File: src/rtl/lc3_pkg.sv
// Shared encodings and defaults for the LC-3 memory-access stage.
package lc3_pkg;

  localparam int LC3_ADDR_W = 16;
  localparam int LC3_DATA_W = 16;

  typedef enum logic [1:0] {
    MEM_LD  = 2'b00,
    MEM_ST  = 2'b01,
    MEM_LDI = 2'b10,
    MEM_STI = 2'b11
  } mem_op_e;

  typedef enum logic [1:0] {
    ST_IDLE = 2'b00,
    ST_PTR  = 2'b01,
    ST_DATA = 2'b10
  } mem_state_e;

  function automatic logic op_is_store(mem_op_e op);
    return (op == MEM_ST) || (op == MEM_STI);
  endfunction

  function automatic logic op_is_indirect(mem_op_e op);
    return (op == MEM_LDI) || (op == MEM_STI);
  endfunction

endpackage

File: src/rtl/lc3_mem_timeout.sv
// Counts unanswered request cycles; o_expire flags the cycle that would make the count reach TIMEOUT.
// TIMEOUT=0 disables expiry entirely.
module lc3_mem_timeout #(
  parameter int TIMEOUT = 255
) (
  input  logic i_clk,
  input  logic i_rst_n,
  input  logic i_clr,
  input  logic i_en,
  output logic o_expire
);

  localparam int CW = (TIMEOUT > 1) ? $clog2(TIMEOUT + 1) : 1;
  localparam logic [CW-1:0] LAST = (TIMEOUT > 0) ? CW'(TIMEOUT - 1) : '0;

  logic [CW-1:0] r_cnt;

  always_ff @(posedge i_clk or negedge i_rst_n) begin
    if (!i_rst_n) begin
      r_cnt <= '0;
    end else if (i_clr) begin
      r_cnt <= '0;
    end else if (i_en && (r_cnt != {CW{1'b1}})) begin
      r_cnt <= r_cnt + 1'b1;
    end
  end

  // Expire on the wait cycle that completes the TIMEOUT-th unanswered cycle, so mem_req
  // is high for exactly TIMEOUT cycles before it drops.
  assign o_expire = (TIMEOUT > 0) && i_en && (r_cnt == LAST);

endmodule

File: src/rtl/lc3_mem_access.sv
// LC-3 memory-access stage: MAR/MDR, one or two req/ready transfers per LD/ST/LDI/STI,
// load result on mdr_out, registered done/err pulse.
module lc3_mem_access
  import lc3_pkg::*;
#(
  parameter int ADDR_W  = LC3_ADDR_W,
  parameter int DATA_W  = LC3_DATA_W,
  parameter int TIMEOUT = 255
) (
  input  logic              clk,
  input  logic              reset_n,
  input  logic              start,
  input  logic [1:0]        op,
  input  logic [ADDR_W-1:0] ea_in,
  input  logic [DATA_W-1:0] st_data,
  output logic              mem_req,
  output logic              mem_we,
  output logic [ADDR_W-1:0] mem_addr,
  output logic [DATA_W-1:0] mem_wdata,
  input  logic [DATA_W-1:0] mem_rdata,
  input  logic              mem_ready,
  output logic [DATA_W-1:0] mdr_out,
  output logic              busy,
  output logic              done,
  output logic              err
);

  mem_state_e        r_state, w_next;
  mem_op_e           r_op;
  logic [ADDR_W-1:0] r_mar;
  logic [DATA_W-1:0] r_mdr;
  logic [DATA_W-1:0] r_mdr_out;
  logic              r_gap;
  logic              r_done;
  logic              r_err;

  logic w_req, w_xfer, w_expire;
  logic w_accept, w_ptr_done, w_cmpl, w_abort;

  // r_gap holds the request low for the single cycle after the pointer read.
  assign w_req  = (r_state == ST_PTR) || ((r_state == ST_DATA) && !r_gap);
  assign w_xfer = w_req && mem_ready;

  lc3_mem_timeout #(.TIMEOUT(TIMEOUT)) u_timeout (
    .i_clk    (clk),
    .i_rst_n  (reset_n),
    .i_clr    (!w_req),
    .i_en     (w_req && !mem_ready),
    .o_expire (w_expire)
  );

  always_ff @(posedge clk or negedge reset_n) begin
    if (!reset_n) r_state <= ST_IDLE;
    else          r_state <= w_next;
  end

  always_comb begin
    w_next     = r_state;
    w_accept   = 1'b0;
    w_ptr_done = 1'b0;
    w_cmpl     = 1'b0;
    w_abort    = 1'b0;
    case (r_state)
      ST_IDLE: begin
        if (start) begin
          w_accept = 1'b1;
          w_next   = op_is_indirect(mem_op_e'(op)) ? ST_PTR : ST_DATA;
        end
      end
      ST_PTR: begin
        if (w_expire) begin
          w_abort = 1'b1;
          w_next  = ST_IDLE;
        end else if (w_xfer) begin
          w_ptr_done = 1'b1;
          w_next     = ST_DATA;
        end
      end
      ST_DATA: begin
        if (w_expire) begin
          w_abort = 1'b1;
          w_next  = ST_IDLE;
        end else if (w_xfer) begin
          w_cmpl = 1'b1;
          w_next = ST_IDLE;
        end
      end
      default: w_next = ST_IDLE;
    endcase
  end

  always_ff @(posedge clk or negedge reset_n) begin
    if (!reset_n) begin
      r_op      <= MEM_LD;
      r_mar     <= '0;
      r_mdr     <= '0;
      r_mdr_out <= '0;
      r_gap     <= 1'b0;
      r_done    <= 1'b0;
      r_err     <= 1'b0;
    end else begin
      r_done <= w_cmpl || w_abort;
      r_err  <= w_abort;
      r_gap  <= w_ptr_done;
      if (w_accept) begin
        r_mar <= ea_in;
        r_mdr <= st_data;
        r_op  <= mem_op_e'(op);
      end
      if (w_ptr_done) r_mar <= ADDR_W'(mem_rdata);
      if (w_cmpl && !op_is_store(r_op)) r_mdr_out <= mem_rdata;
    end
  end

  assign mem_req   = w_req;
  assign mem_we    = (r_state == ST_DATA) && op_is_store(r_op);
  assign mem_addr  = r_mar;
  assign mem_wdata = r_mdr;
  assign mdr_out   = r_mdr_out;
  assign busy      = (r_state != ST_IDLE);
  assign done      = r_done;
  assign err       = r_err;

endmodule

File: config.mk
export PLATFORM = sky130hd
export DESIGN_NAME = lc3_mem_access
export DESIGN_NICKNAME = d
export VERILOG_FILES = /design/src/rtl/lc3_pkg.sv /design/src/rtl/lc3_mem_timeout.sv /design/src/rtl/lc3_mem_access.sv
export SDC_FILE = /design/constraint.sdc
export NUM_CORES = 1
export LEC_CHECK = 0
export ABC_AREA = 1
export CAP_MARGIN = 15
export CORE_ASPECT_RATIO = 0.9
export CORE_UTILIZATION = 25
export CTS_CLUSTER_DIAMETER = 80
export CTS_CLUSTER_SIZE = 16
export DETAILED_ROUTE_END_ITERATION = 10
export SETUP_SLACK_MARGIN = 0.4
export SLEW_MARGIN = 20
export SYNTH_ARGS = -nofsm -noshare
export SYNTH_HDL_FRONTEND = slang
export SYNTH_HIERARCHICAL = 1
export SYNTH_SLANG_ARGS = --single-unit
File: constraint.sdc
create_clock -name clk -period 3 [get_ports clk]
set_clock_uncertainty 0.2 [all_clocks]
set_input_delay 0.3 -clock clk [delete_from_list [all_inputs] [get_ports clk]]
set_output_delay 0.3 -clock clk [all_outputs]
set_load 0.005 [all_outputs]
== Word level (Yosys, flattened, before mapping) ==
Index checks and enable logic that the tools add are counted.

* Bits in registers: 63
* Output and inout bits: 53

* Eq/ne operators: 12
* Muxes and demuxes: 19
* Add/subtract/negate cells: 1
* Reductions and logical operators: 19

{| class="wikitable"
|+ Operators with widths
! cell !! number
|-
| $mux W16 || 2
|-
| $mux W8 || 2
|-
| $mux W2 || 6
|-
| $add A8 B1 Y8 const B || 1
|-
| $eq A2 B2 Y1 const B || 4
|-
| $eq A8 B8 Y1 const B || 1
|-
| $mux W1 || 8
|-
| $ne A8 B8 Y1 const B || 1
|-
| $logic_and A1 B1 Y1 || 7
|-
| $ne A3 B2 Y1 const B || 2
|-
| $pmux W2 S3 || 1
|-
| $eq A2 B1 Y1 const B || 2
|-
| $logic_or A1 B1 Y1 || 4
|-
| $reduce_bool A2 Y1 || 2
|-
| $logic_not A1 Y1 || 3
|-
| $reduce_and A3 Y1 || 1
|-
| $logic_not A2 Y1 || 1
|-
| $ne A2 B1 Y1 const B || 1
|-
| $ne A2 B2 Y1 const B || 1
|-
| $reduce_or A2 Y1 || 1
|}

== Logic depth before layout (Yosys ltp) ==
Gate-level depths: netlist of run 1.

* Depth after elaboration: 8
* Depth in mapped cells: 15

== Hierarchy ==
The synthesis of run 1 kept the hierarchy.

{| class="wikitable"
|+ By module, submodules not included
! module !! area each (um2) !! instances !! cells each
|-
| lc3_mem_access || 2426.1 || 1 || 274
|-
| lc3_mem_timeout || 520.5 || 1 || 74
|}

== Worst setup path before layout of run 1 ==
Ideal clock, no wire load.

* Path kind: flip-flop to flip-flop
* Start: register r_state[0]
* End: register r_state[1]
* Stages on the path, launching flop included: 16
* Arrival time: 2.383 ns
* Clock period less this slack: 2.700 ns
* Buffers on the path: 0
* Data required time: 2.683 ns
* Slack: 0.300 ns
* Cell sequence: dfrtp_1 inv_1 ha_1 inv_2 nand2_1 nand2_2 nor2_1 nand2_1 nor4_1 inv_1 nand2_1 o21ai_0 nand2_1 nand2_1 nand2_1 nand2_1

* Cells in the longest elaborated chain, start to end: 7
* Elaborated cells between the ends (all ways): 15
* Classes of those cells: 5 x eq/ne; 3 x mux; 7 x reduce/logical

{| class="wikitable"
|+ RTL lines
! what !! line !! source
|-
| start: declaration || lc3_mem_access.sv:28 || <nowiki>mem_state_e r_state, w_next;</nowiki>
|-
| start signal: assignment || lc3_mem_access.sv:54 || <nowiki>else r_state <= w_next;</nowiki>
|-
| $eq A2 B2 Y1 || lc3_mem_access.sv:41 || <nowiki>assign w_req = (r_state == ST_PTR) || ((r_state == ST_DATA) && !r_gap);</nowiki>
|-
| $logic_and A1 B1 Y1 || lc3_mem_access.sv:41 ||
|-
| $logic_or A1 B1 Y1 * || lc3_mem_access.sv:41 ||
|-
| $logic_and A1 B1 Y1 * || lc3_mem_access.sv:48 || <nowiki>.i_en (w_req && !mem_ready),</nowiki>
|-
| $logic_and A1 B1 Y1 * || lc3_mem_timeout.sv:30 || <nowiki>assign o_expire = (TIMEOUT > 0) && i_en && (r_cnt == LAST);</nowiki>
|-
| named net w_expire || lc3_mem_access.sv:37 || <nowiki>logic w_req, w_xfer, w_expire;</nowiki>
|-
| $ne A3 B2 Y1 (no line) (tied with other cells) || - ||
|-
| $reduce_and A3 Y1 (no line) / $pmux W2 S3 (equally long branches) || - ||
|}

Mark *: on every way through the listed nets, which the timed path passes. The rest lies on a longest branch.
A chain may end at the register's enable or synchronous reset.

== Final worst setup path of run 1 ==
* Start: register r_state[0]
* End: register r_mar[7], in the netlist mem_addr[7]

* Cells in the longest elaborated chain, start to end: 8
* Elaborated cells between the ends (all ways): 14
* Classes of those cells: 2 x eq/ne; 5 x mux; 7 x reduce/logical

{| class="wikitable"
|+ RTL lines
! what !! line !! source
|-
| $eq A2 B2 Y1 || lc3_mem_access.sv:41 ||
|-
| $logic_and A1 B1 Y1 || lc3_mem_access.sv:41 ||
|-
| $logic_or A1 B1 Y1 * || lc3_mem_access.sv:41 ||
|-
| $logic_and A1 B1 Y1 * || lc3_mem_access.sv:48 ||
|-
| $logic_and A1 B1 Y1 * || lc3_mem_timeout.sv:30 ||
|-
| named net w_expire || lc3_mem_access.sv:37 ||
|-
| $mux W1 * || lc3_mem_access.sv:71 || <nowiki>if (w_expire) begin</nowiki>
|-
| $mux W1 * || lc3_mem_access.sv:63 || <nowiki>case (r_state)</nowiki>
|-
| $mux W16 / $reduce_bool A2 Y1 (equally long branches) || - ||
|-
| end signal: assignment || lc3_mem_access.sv:106 || <nowiki>r_mar <= ea_in;</nowiki>
|-
| end signal: assignment || lc3_mem_access.sv:110 || <nowiki>if (w_ptr_done) r_mar <= ADDR_W'(mem_rdata);</nowiki>
|-
| end: declaration || lc3_mem_access.sv:30 || <nowiki>logic [ADDR_W-1:0] r_mar;</nowiki>
|}

Marks and branches as above.

==> impl_metrics.tcl, run 1 <==
set metrics [dict create \
    grt_pass1_vias 2841 \
    slew_headroom_pct 55.8 \
    hold_ws_ns 0.254 \
    avgViaCountPerCell 4.52 \
    synth_cell_types 27 \
    peakVddDrop_v 0.000502 \
    async_flop_share_pct 100 \
    coreArea_um2 11400 \
    die-area_um2 12200 \
    synth_top_area_share_pct 52.7 \
    start_kind "register" \
    grt_max_degree 36 \
    hold_viol 0 \
    crit_path_frequent_cell "nand2_1" \
    drc 0 \
    rows 37 \
    synth_top_cell_by_area "dfrtp_1" \
    grt_setup_unrepaired "no" \
    netlist_area_um2 2950 \
    reg2reg_depth 14 \
    avgSynthCellArea_um2 8.47 \
    hp-class "input pin to asynchronous set/reset pin" \
    ys_top_cells_by_area "dfrtp_1 (53%), nand2_1 (18%), nand3_1 (9.7%)" \
    reg2reg_from "r_state[0]" \
    cp_slowest_cell "dfrtp_1" \
    grt_use_total_pct 15.7 \
    powerDensity_nw_per_um2 913 \
    crit_path_end_kind "register" \
    critPathArrivalTime_ns 2.39 \
    place.gp.congestion 0.870 \
    cts_tree "built" \
    setup_viol_count_final 0 \
    wl_mm 9.05 \
    tightest_slew_ns 0.662 \
    critPathKind "register to register" \
    portBuffers 106 \
    initial_core_util_pct 25.8 \
    clock-sinks 62 \
    clock_path_buffers 2 \
    antenna_found_initial 0 \
    wl_per_cell_um 14.5 \
    crit_fanout 10 \
    synthFlopType "dfrtp_1" \
    synth-seq-area-share_pct 52.7 \
    max_stage_delay_ns 0.40 \
    post-place-cells 600 \
    fin_tns_setup_ns 0 \
    finish.utilization_pct 39.5 \
    worstSkewPairLatency_ns 0.33 \
    grt_overflow 0 \
    htree_levels 3 \
    postSynthCellCount 348 \
    drv_cap 0 \
    status "complete, no violations" \
    path_buf_inv 4 \
    n_antenna_cell 0 \
    clk_pin_slew_ns 0.05 \
    synth_fp_nets 407 \
    dr.pass1.iters 4 \
    final_cell_count_no_fill 622 \
    r2r_slack_ns 0.61 \
    min_period_ns 2.39 \
    die_y_um 105 \
    fin_nets 520 \
    drive_gt1_share_pct 10.1 \
    synth_edf_count 0 \
    root_buffer "clkbuf_16" \
    finalCritPeriodShare_pct 79.5 \
    crit_path_cell_trace "inv_1, ha_2, inv_2, nand2_1, nand2_4, nor2_4, nand2_1, nor4_4, inv_1, nand2_2, nor2_8, buf_4, nand2_1, nand3_1" \
    antenna_left 0 \
    p_leak_uw 0.00212 \
    r2r_end "mem_addr[7]" \
    drt_iter0_markers 261 \
    slew_violations 0 \
    grt_pass1_wl_mm 14.4 \
    die_width_um 116 \
    yosysWarnings 6 \
    ys_ff_latch 62 \
    fmax_ghz 0.419 \
    path_depth 14 \
    yosysMostFrequentCell "nand2_1" \
    crit_family "simple AND/OR/NAND/NOR gates" \
    hpwl_mm 6.43 \
    cts_inserted_buffers 9 \
    synth_common_cells "nand2_1 (139), dfrtp_1 (62), nand3_1 (57)" \
    area.growth.synth_to_final_pct 53.3 \
    vias 2813 \
    critPathRequiredTime_ns 3.01 \
    ioPinCount 107 \
]
-- registers in the layout, summed over array words and instances, names as in the netlist --
register,cells
done,1
err,1
mdr_out,16
mem_addr,16
mem_wdata,16
r_gap,1
r_op,1
r_state,2
u_timeout/r_cnt,8
-- through the flow --
step,cell area (µm²),power [µW],worst slack (ns)
final,4520,4120,0.614
after floorplan,2950,2120,0.503
after global placement,4130,3020,0.405
after detailed placement,4130,3050,0.301
after global routing,4520,4420,0.421
after CTS,4460,4140,0.402
-- final cells by class --
cell class                      count  area [µm²]
Fill cell                        1203        6920
Sequential cell                    62        1550
Multi-Input combinational cell    251        1240
Timing Repair Buffer              116        1130
Clock buffer                       14         294
Tap cell                          156         195
Inverter                           21        92.6
Clock inverter                      2        12.5
-- cells by family after synthesis --
family                   after synthesis  synth area share [%]
adder cells (fa/ha/maj)                5                  2.12
AND/OR/NAND/NOR                      238                  37.1
buffers and inverters                 35                  6.41
AO/OA/AOI/OAI                          5                 0.849
XOR/XNOR                               3                 0.892
flip-flops                            62                  52.7
-- worst max-delay path by stage --
stage / end / startpoint
2_1_floorplan: r_state[1] / r_state[0]
3_3_place_gp: mdr_out[5] / mem_ready
3_5_place_dp: mdr_out[6] / r_state[0]
4_1_cts: mem_addr[7] / r_state[0]
5_1_grt: r_state[0] / r_state[0]
6_report: mem_addr[7] / r_state[0]
-- repair_timing --
| action | 4_1_cts | 5_1_grt |
|---|---|---|
| setup endpoints to repair | 34 | 35 |
| hold endpoints to repair | 16 | 0 |
| pin swaps | 1 | 2 |
| setup buffers | 1 | 4 |
| resized for setup | 1 | 7 |
| hold buffers | 1 | 0 |
-- where the power goes --
part | internal [µW] | total (µW) | switching (µW)
combinational | 888 | 1720 | 836
sequential | 1170 | 1360 | 193
clock | 670 | 1040 | 369
total | 2730 | 4120 | 1400
-- cell usage in the layout, fill, tap and decap left out, drive strengths merged --
| cell | synthesis | final |
|---|---|---|
| o21ai | 4 | 4 |
| buf | 11 | 10 |
| clkinvlp | 0 | 1 |
| nor2 | 17 | 17 |
| nand4 | 18 | 18 |
| a21oi | 1 | 1 |
| inv | 18 | 17 |
| clkinv | 3 | 5 |
| or2 | 1 | 1 |
| nor4 | 1 | 1 |
| ha | 5 | 5 |
| nand3 | 58 | 58 |
| nand2 | 143 | 143 |
| xor2 | 3 | 3 |
| dfrtp | 62 | 62 |
| clkbuf | 3 | 14 |
| clkdlybuf4s50 | 0 | 105 |
| dlygate4sd3 | 0 | 1 |
-- worst register-to-register path, cell delays in order, from the launching register on --
cell and delay, ns:
dfrtp_1 0.40, inv_1 0.09, ha_2 0.20, inv_2 0.06, nand2_1 0.12, nand2_4 0.10, nor2_4 0.16, nand2_1 0.11
nor4_4 0.18, inv_1 0.08, nand2_2 0.13, nor2_8 0.08, buf_4 0.17, nand2_1 0.08, nand3_1 0.08
-- routing by layer --
layer	GRT usage [%]	routed length, µm
met4	4.40	79
met5	0	0
met1	20.5	4120
met3	5.34	722
met2	24.5	4130
Note: power is estimated with default switching activity, not from simulation.
==> inputs of run 2 (changes only) <==
==> constraint.sdc (replaced) <==
create_clock -name clk -period 1.9 [get_ports clk]
set_clock_uncertainty 0.2 [all_clocks]
set_input_delay 0.19 -clock clk [delete_from_list [all_inputs] [get_ports clk]]
set_output_delay 0.19 -clock clk [all_outputs]
set_load 0.005 [all_outputs]
==> run 2 against run 1 <==
Effect of this change: the run now ends with setup timing left; die area unchanged; clock power increased by 63%; total power increased by 84%; hold slack got worse by 0.18 ns; largest cell class is now non-clock buffers; highest routed layer unchanged; maximum frequency increased by 12%.
==> impl_metrics.tcl, run 2 (synthesis gave the netlist of run 1 again) <==
set metrics [dict create \
    grt_max_degree 34 \
    peakVddDrop_v 0.000524 \
    fin_tns_setup_ns -7.60 \
    drive_gt1_share_pct 34.7 \
    violations "setup timing" \
    max_stage_delay_ns 0.43 \
    crit_family "simple AND/OR/NAND/NOR gates" \
    slew_violations 0 \
    root_buffer "clkbuf_16" \
    crit_path_start "r_state[0]" \
    drv_cap 0 \
    die_width_um 116 \
    switching_share_pct 35.6 \
    tightest_slew_ns 0.325 \
    wl_per_cell_um 14.9 \
    grt_pass1_wl_mm 15.6 \
    path_buf_inv 4 \
    power_frac_comb_pct 49.2 \
    grt_use_total_pct 16.8 \
    clk_pin_slew_ns 0.05 \
    clock-sinks 62 \
    place.gp.congestion 0.814 \
    critPathKind "register to register" \
    powerDensity_nw_per_um2 1380 \
    hp-class "input pin to asynchronous set/reset pin" \
    crit_path_end_kind "register" \
    final_common_cell "nand2_1" \
    ioPinCount 107 \
    sequentialPowerShare_pct 28.5 \
    slew_headroom_pct 78.3 \
    die-area_um2 12200 \
    rows 37 \
    final_cell_mix "nand2_1 (90), dfrtp_1 (61), clkdlybuf4s50_1 (52)" \
    antenna_left 0 \
    crit_fanout 8 \
    clock_path_buffers 2 \
    setup_viol_count_final 44 \
    grt_pass1_vias 3035 \
    coreArea_um2 11400 \
    crit_path_cell_trace "inv_2, ha_4, inv_4, nand2_4, nand2_4, nor2_4, nand2_2, nor4_4, inv_1, nand2_4, nor2_8, buf_16, nand2_4, nand3_2" \
    reg2reg_from "r_state[0]" \
    area.growth.synth_to_final_pct 86.2 \
    min_period_ns 2.13 \
    start_kind "register" \
    drt_iter0_markers 124 \
    placed_area_um2 4440 \
    finalCritPeriodShare_pct 112 \
    n_antenna_cell 0 \
    initial_core_util_pct 25.8 \
    worstSkewPairLatency_ns 0.32 \
    final_cell_count_no_fill 672 \
    drc 0 \
    p_clk_share_pct 22.3 \
    hpwl_mm 6.41 \
    cts_tree "built" \
    avgViaCountPerCell 4.49 \
    finish.utilization_pct 48.0 \
    wl_mm 10.0 \
    grt_setup_unrepaired "yes" \
    post-place-cells 627 \
    design_area_um2 5490 \
    vias 3015 \
    p_leak_uw 0.00280 \
    antenna_found_initial 0 \
    crit_path_frequent_cell "nand2_4" \
    htree_levels 3 \
    hold_viol 0 \
    die_y_um 105 \
    fmax_ghz 0.469 \
    critPathRequiredTime_ns 1.91 \
    total_power_uw 7590 \
    cp_slowest_cell "dfrtp_1" \
    dr.pass1.iters 4 \
    fin_nets 571 \
    grt_overflow 0 \
    critPathArrivalTime_ns 2.14 \
    cts_inserted_buffers 9 \
    p_int_uw 4890 \
    p_sw_uw 2700 \
    portBuffers 106 \
    setup_slack_ns -0.232 \
    status "finished, violations left" \
]
==> run 2: what timing repair did <==
item                                   4_1_cts  5_1_grt
pin swaps                                   28       12
setup buffers                               19        3
resized for setup                          139       56
hold buffers                                 1        0
gates cloned                                 6        1
setup endpoints to repair                  115       65
endpoints found under the hold margin       62        0
==> run 2: worst paths after layout <==
| check | depth (start not counted) | endpoint | slack, ns |
|---|---|---|---|
| setup / recovery | 14 | mem_addr[13] | -0.23 |
| hold / removal | 2 | mem_wdata[1] | 0.08 |
| setup reg to reg | 14 | mem_addr[13] | -0.23 |
| hold reg to reg | 2 | mdr_out[2] | 0.27 |
| max in group asynchronous | 3 | mem_wdata[13] | 0.95 |
| min in group clk | 3 | mem_wdata[7] | 0.20 |
==> run 2: layer usage <==
metal	track usage, %	vias up	routed length [µm]
li1	-	1467	-
met1	20.8	1443	4280
met2	28.0	95	5010
met3	5.39	10	615
met4	4.12	0	133
met5	0	-	0
==> run 2: power by group through the flow <==
stage / clock network, µW / registers [µW] / logic (µW)
2_1_floorplan: 0 / 2180 / 1250
3_3_place_gp: 0 / 2170 / 2930
3_5_place_dp: 0 / 2160 / 3000
4_1_cts: 1730 / 2140 / 3430
5_1_grt: 1800 / 2220 / 4060
6_report: 1690 / 2160 / 3730
==> run 2: metrics by stage <==
stage | setup WS, ns | hold slack (ns)
floorplan | -0.364 | -0.306
global placement | -0.383 | -0.122
detailed placement | -0.455 | -0.121
CTS | -0.192 | 0.0690
global route | -0.353 | 0.106
finish | -0.232 | 0.0767
==> run 2: area by class of cell <==
cell class	instances	area [µm²]
timing repair buffer	165	1670
tap	156	195
clock inverter	5	75.1
multi-input combinational	252	1650
timing repair inverter	1	11.3
clock buffer	10	229
inverter	21	111
sequential	62	1550
fill	1071	5950
==> inputs of run 3 (changes only) <==
--- a/config.mk
+++ b/config.mk
@@ -8,6 +8,7 @@
 export ABC_AREA = 1
 export CAP_MARGIN = 15
 export CORE_ASPECT_RATIO = 0.9
+export CORE_MARGIN = 2
 export CORE_UTILIZATION = 25
 export CTS_CLUSTER_DIAMETER = 80
 export CTS_CLUSTER_SIZE = 16
==> run 3 against run 2 <==
Effect of this change: the run still ends with setup timing left; maximum frequency rose by 2.1%; final area fell by 6.5%; clock power fell by 3%; critical path type unchanged; critical endpoint is now r_state[0].
==> impl_metrics.tcl, run 3 (synthesis gave the netlist of run 1 again) <==
set metrics [dict create \
    p_sw_uw 2570 \
    die_width_um 118 \
    critPathArrivalTime_ns 2.10 \
    use_met2_pct 26.8 \
    violations "setup timing" \
    portBuffers 106 \
    power_frac_comb_pct 47.6 \
    antenna_found_initial 0 \
    ioPinCount 107 \
    status "finished, violations left" \
    reg2reg_depth 15 \
    critPathRequiredTime_ns 1.91 \
    grt_use_total_pct 15.8 \
    vias 2972 \
    rows 37 \
    critPathKind "register to register" \
    use_met3_pct 5.00 \
    cts_inserted_buffers 9 \
    slew_violations 0 \
    fmax_ghz 0.479 \
    peakVddDrop_v 0.000635 \
    clock-sinks 62 \
    finish.utilization_pct 44.7 \
    final_common_cell "nand2_1" \
    gr-max-usage-layer "met2" \
    start_kind "register" \
    setup_slack_ns -0.188 \
    slew_headroom_pct 69.7 \
    clock_path_buffers 2 \
    sequentialPowerShare_pct 29.7 \
    crit_path_start "r_state[0]" \
    grt_pass1_vias 2984 \
    setup_viol_count_final 36 \
    die_y_um 107 \
    tightest_slew_ns 0.455 \
    grt_pass1_wl_mm 15.5 \
    drc 0 \
    p_int_uw 4620 \
    hold_viol 0 \
    coreArea_um2 11500 \
    wl_per_cell_um 15.2 \
    switching_share_pct 35.7 \
    r2r_slack_ns -0.19 \
    drive_gt1_share_pct 28.4 \
    antenna_left 0 \
    finalCritPeriodShare_pct 110 \
    grt_max_degree 33 \
    p_clk_share_pct 22.7 \
    regArea_um2 1550 \
    grt_setup_unrepaired "yes" \
    reg2reg_from "r_state[0]" \
    crit_path_end_kind "register" \
    powerDensity_nw_per_um2 1400 \
    min_period_ns 2.09 \
    avgViaCountPerCell 4.51 \
    r2r_end "r_state[0]" \
    initial_core_util_pct 25.7 \
    fin_nets 557 \
    p_leak_uw 0.00259 \
    grt_overflow 0 \
    fin_tns_setup_ns -5.84 \
    hp-class "input pin to asynchronous set/reset pin" \
    die-area_um2 12700 \
    fill_cells 1121 \
    clk_pin_slew_ns 0.05 \
    htree_levels 3 \
    cts_tree "built" \
    met1_usage_pct 19.7 \
    post-place-cells 622 \
    wl_mm 10.0 \
    crit_fanout 3 \
    hpwl_mm 6.63 \
    root_buffer "clkbuf_16" \
    dr.pass1.iters 5 \
    area.growth.synth_to_final_pct 74.2 \
    place.gp.congestion 0.832 \
    multiInputGateArea_um2 1470 \
    drt_iter0_markers 99 \
    drv_cap 0 \
    n_antenna_cell 0 \
    worstSkewPairLatency_ns 0.33 \
    final_cell_count_no_fill 659 \
    final_cell_mix "nand2_1 (93), dfrtp_1 (62), nand3_1 (54)" \
]
## run 3: routing by layer
metal  up-vias  part of all wire [%]
li1       1439                     -
met5         -                     0
met3        14                   6.0
met2        97                    51
met4         0                   1.7
met1      1422                    42
## run 3: how the worst max path moves through the flow
| stage | endpoint | slack, ns | cells past startpoint |
|---|---|---|---|
| after detailed placement | mem_addr[14] | -0.32 | 14 |
| after global routing | r_state[0] | -0.30 | 14 |
| final | r_state[0] | -0.19 | 15 |
| after floorplan | mem_addr[10] | -0.36 | 15 |
| after CTS | r_state[0] | -0.18 | 15 |
| after global placement | mem_addr[3] | -0.22 | 14 |
## run 3: power groups by stage
stage	registers [µW]	logic, µW	clock network (µW)
floorplan	2180	1250	0
global placement	2150	2970	0
detailed placement	2170	3000	0
CTS	2130	3210	1680
global route	2200	3740	1740
finish	2140	3420	1640
## run 3: final cells by class
type	instances	area share, %
clock buffer	12	5.00
clock inverter	4	0.877
inverter	21	2.27
multi-input combinational	251	28.6
sequential	62	30.2
tap	156	3.80
timing repair buffer	150	28.1
timing repair inverter	3	1.07
## run 3: what timing repair did
action                                 4_1_cts  5_1_grt
endpoints found under the hold margin       39        0
resized for setup                          107       50
gates cloned                                 3        0
buffers inserted                            14        3
hold buffers                                 1        0
pin swaps                                    9        9
setup endpoints to repair                  115       65
## run 3: metrics by stage
step	hold WS [ns]	total power [µW]	instance area, µm²	worst slack (ns)
after detailed placement	-0.0356	5170	4400	-0.317
after floorplan	-0.306	3420	3010	-0.364
final	0.142	7190	5130	-0.188
after global placement	-0.0377	5120	4400	-0.224
after CTS	0.149	7020	4960	-0.183
after global routing	0.182	7680	5130	-0.297
## run 3: critical path: stages (launching register included)
cell,delay [ns]
dfrtp_1,0.41
inv_2,0.10
ha_4,0.16
inv_4,0.04
nand2_4,0.07
nand2_4,0.06
nor2_4,0.11
nand2_2,0.08
nor4_4,0.18
inv_2,0.09
nand2_4,0.10
o21ai_1,0.08
nand2_1,0.11
nand2_1,0.08
nand2_1,0.06
nand2_1,0.05
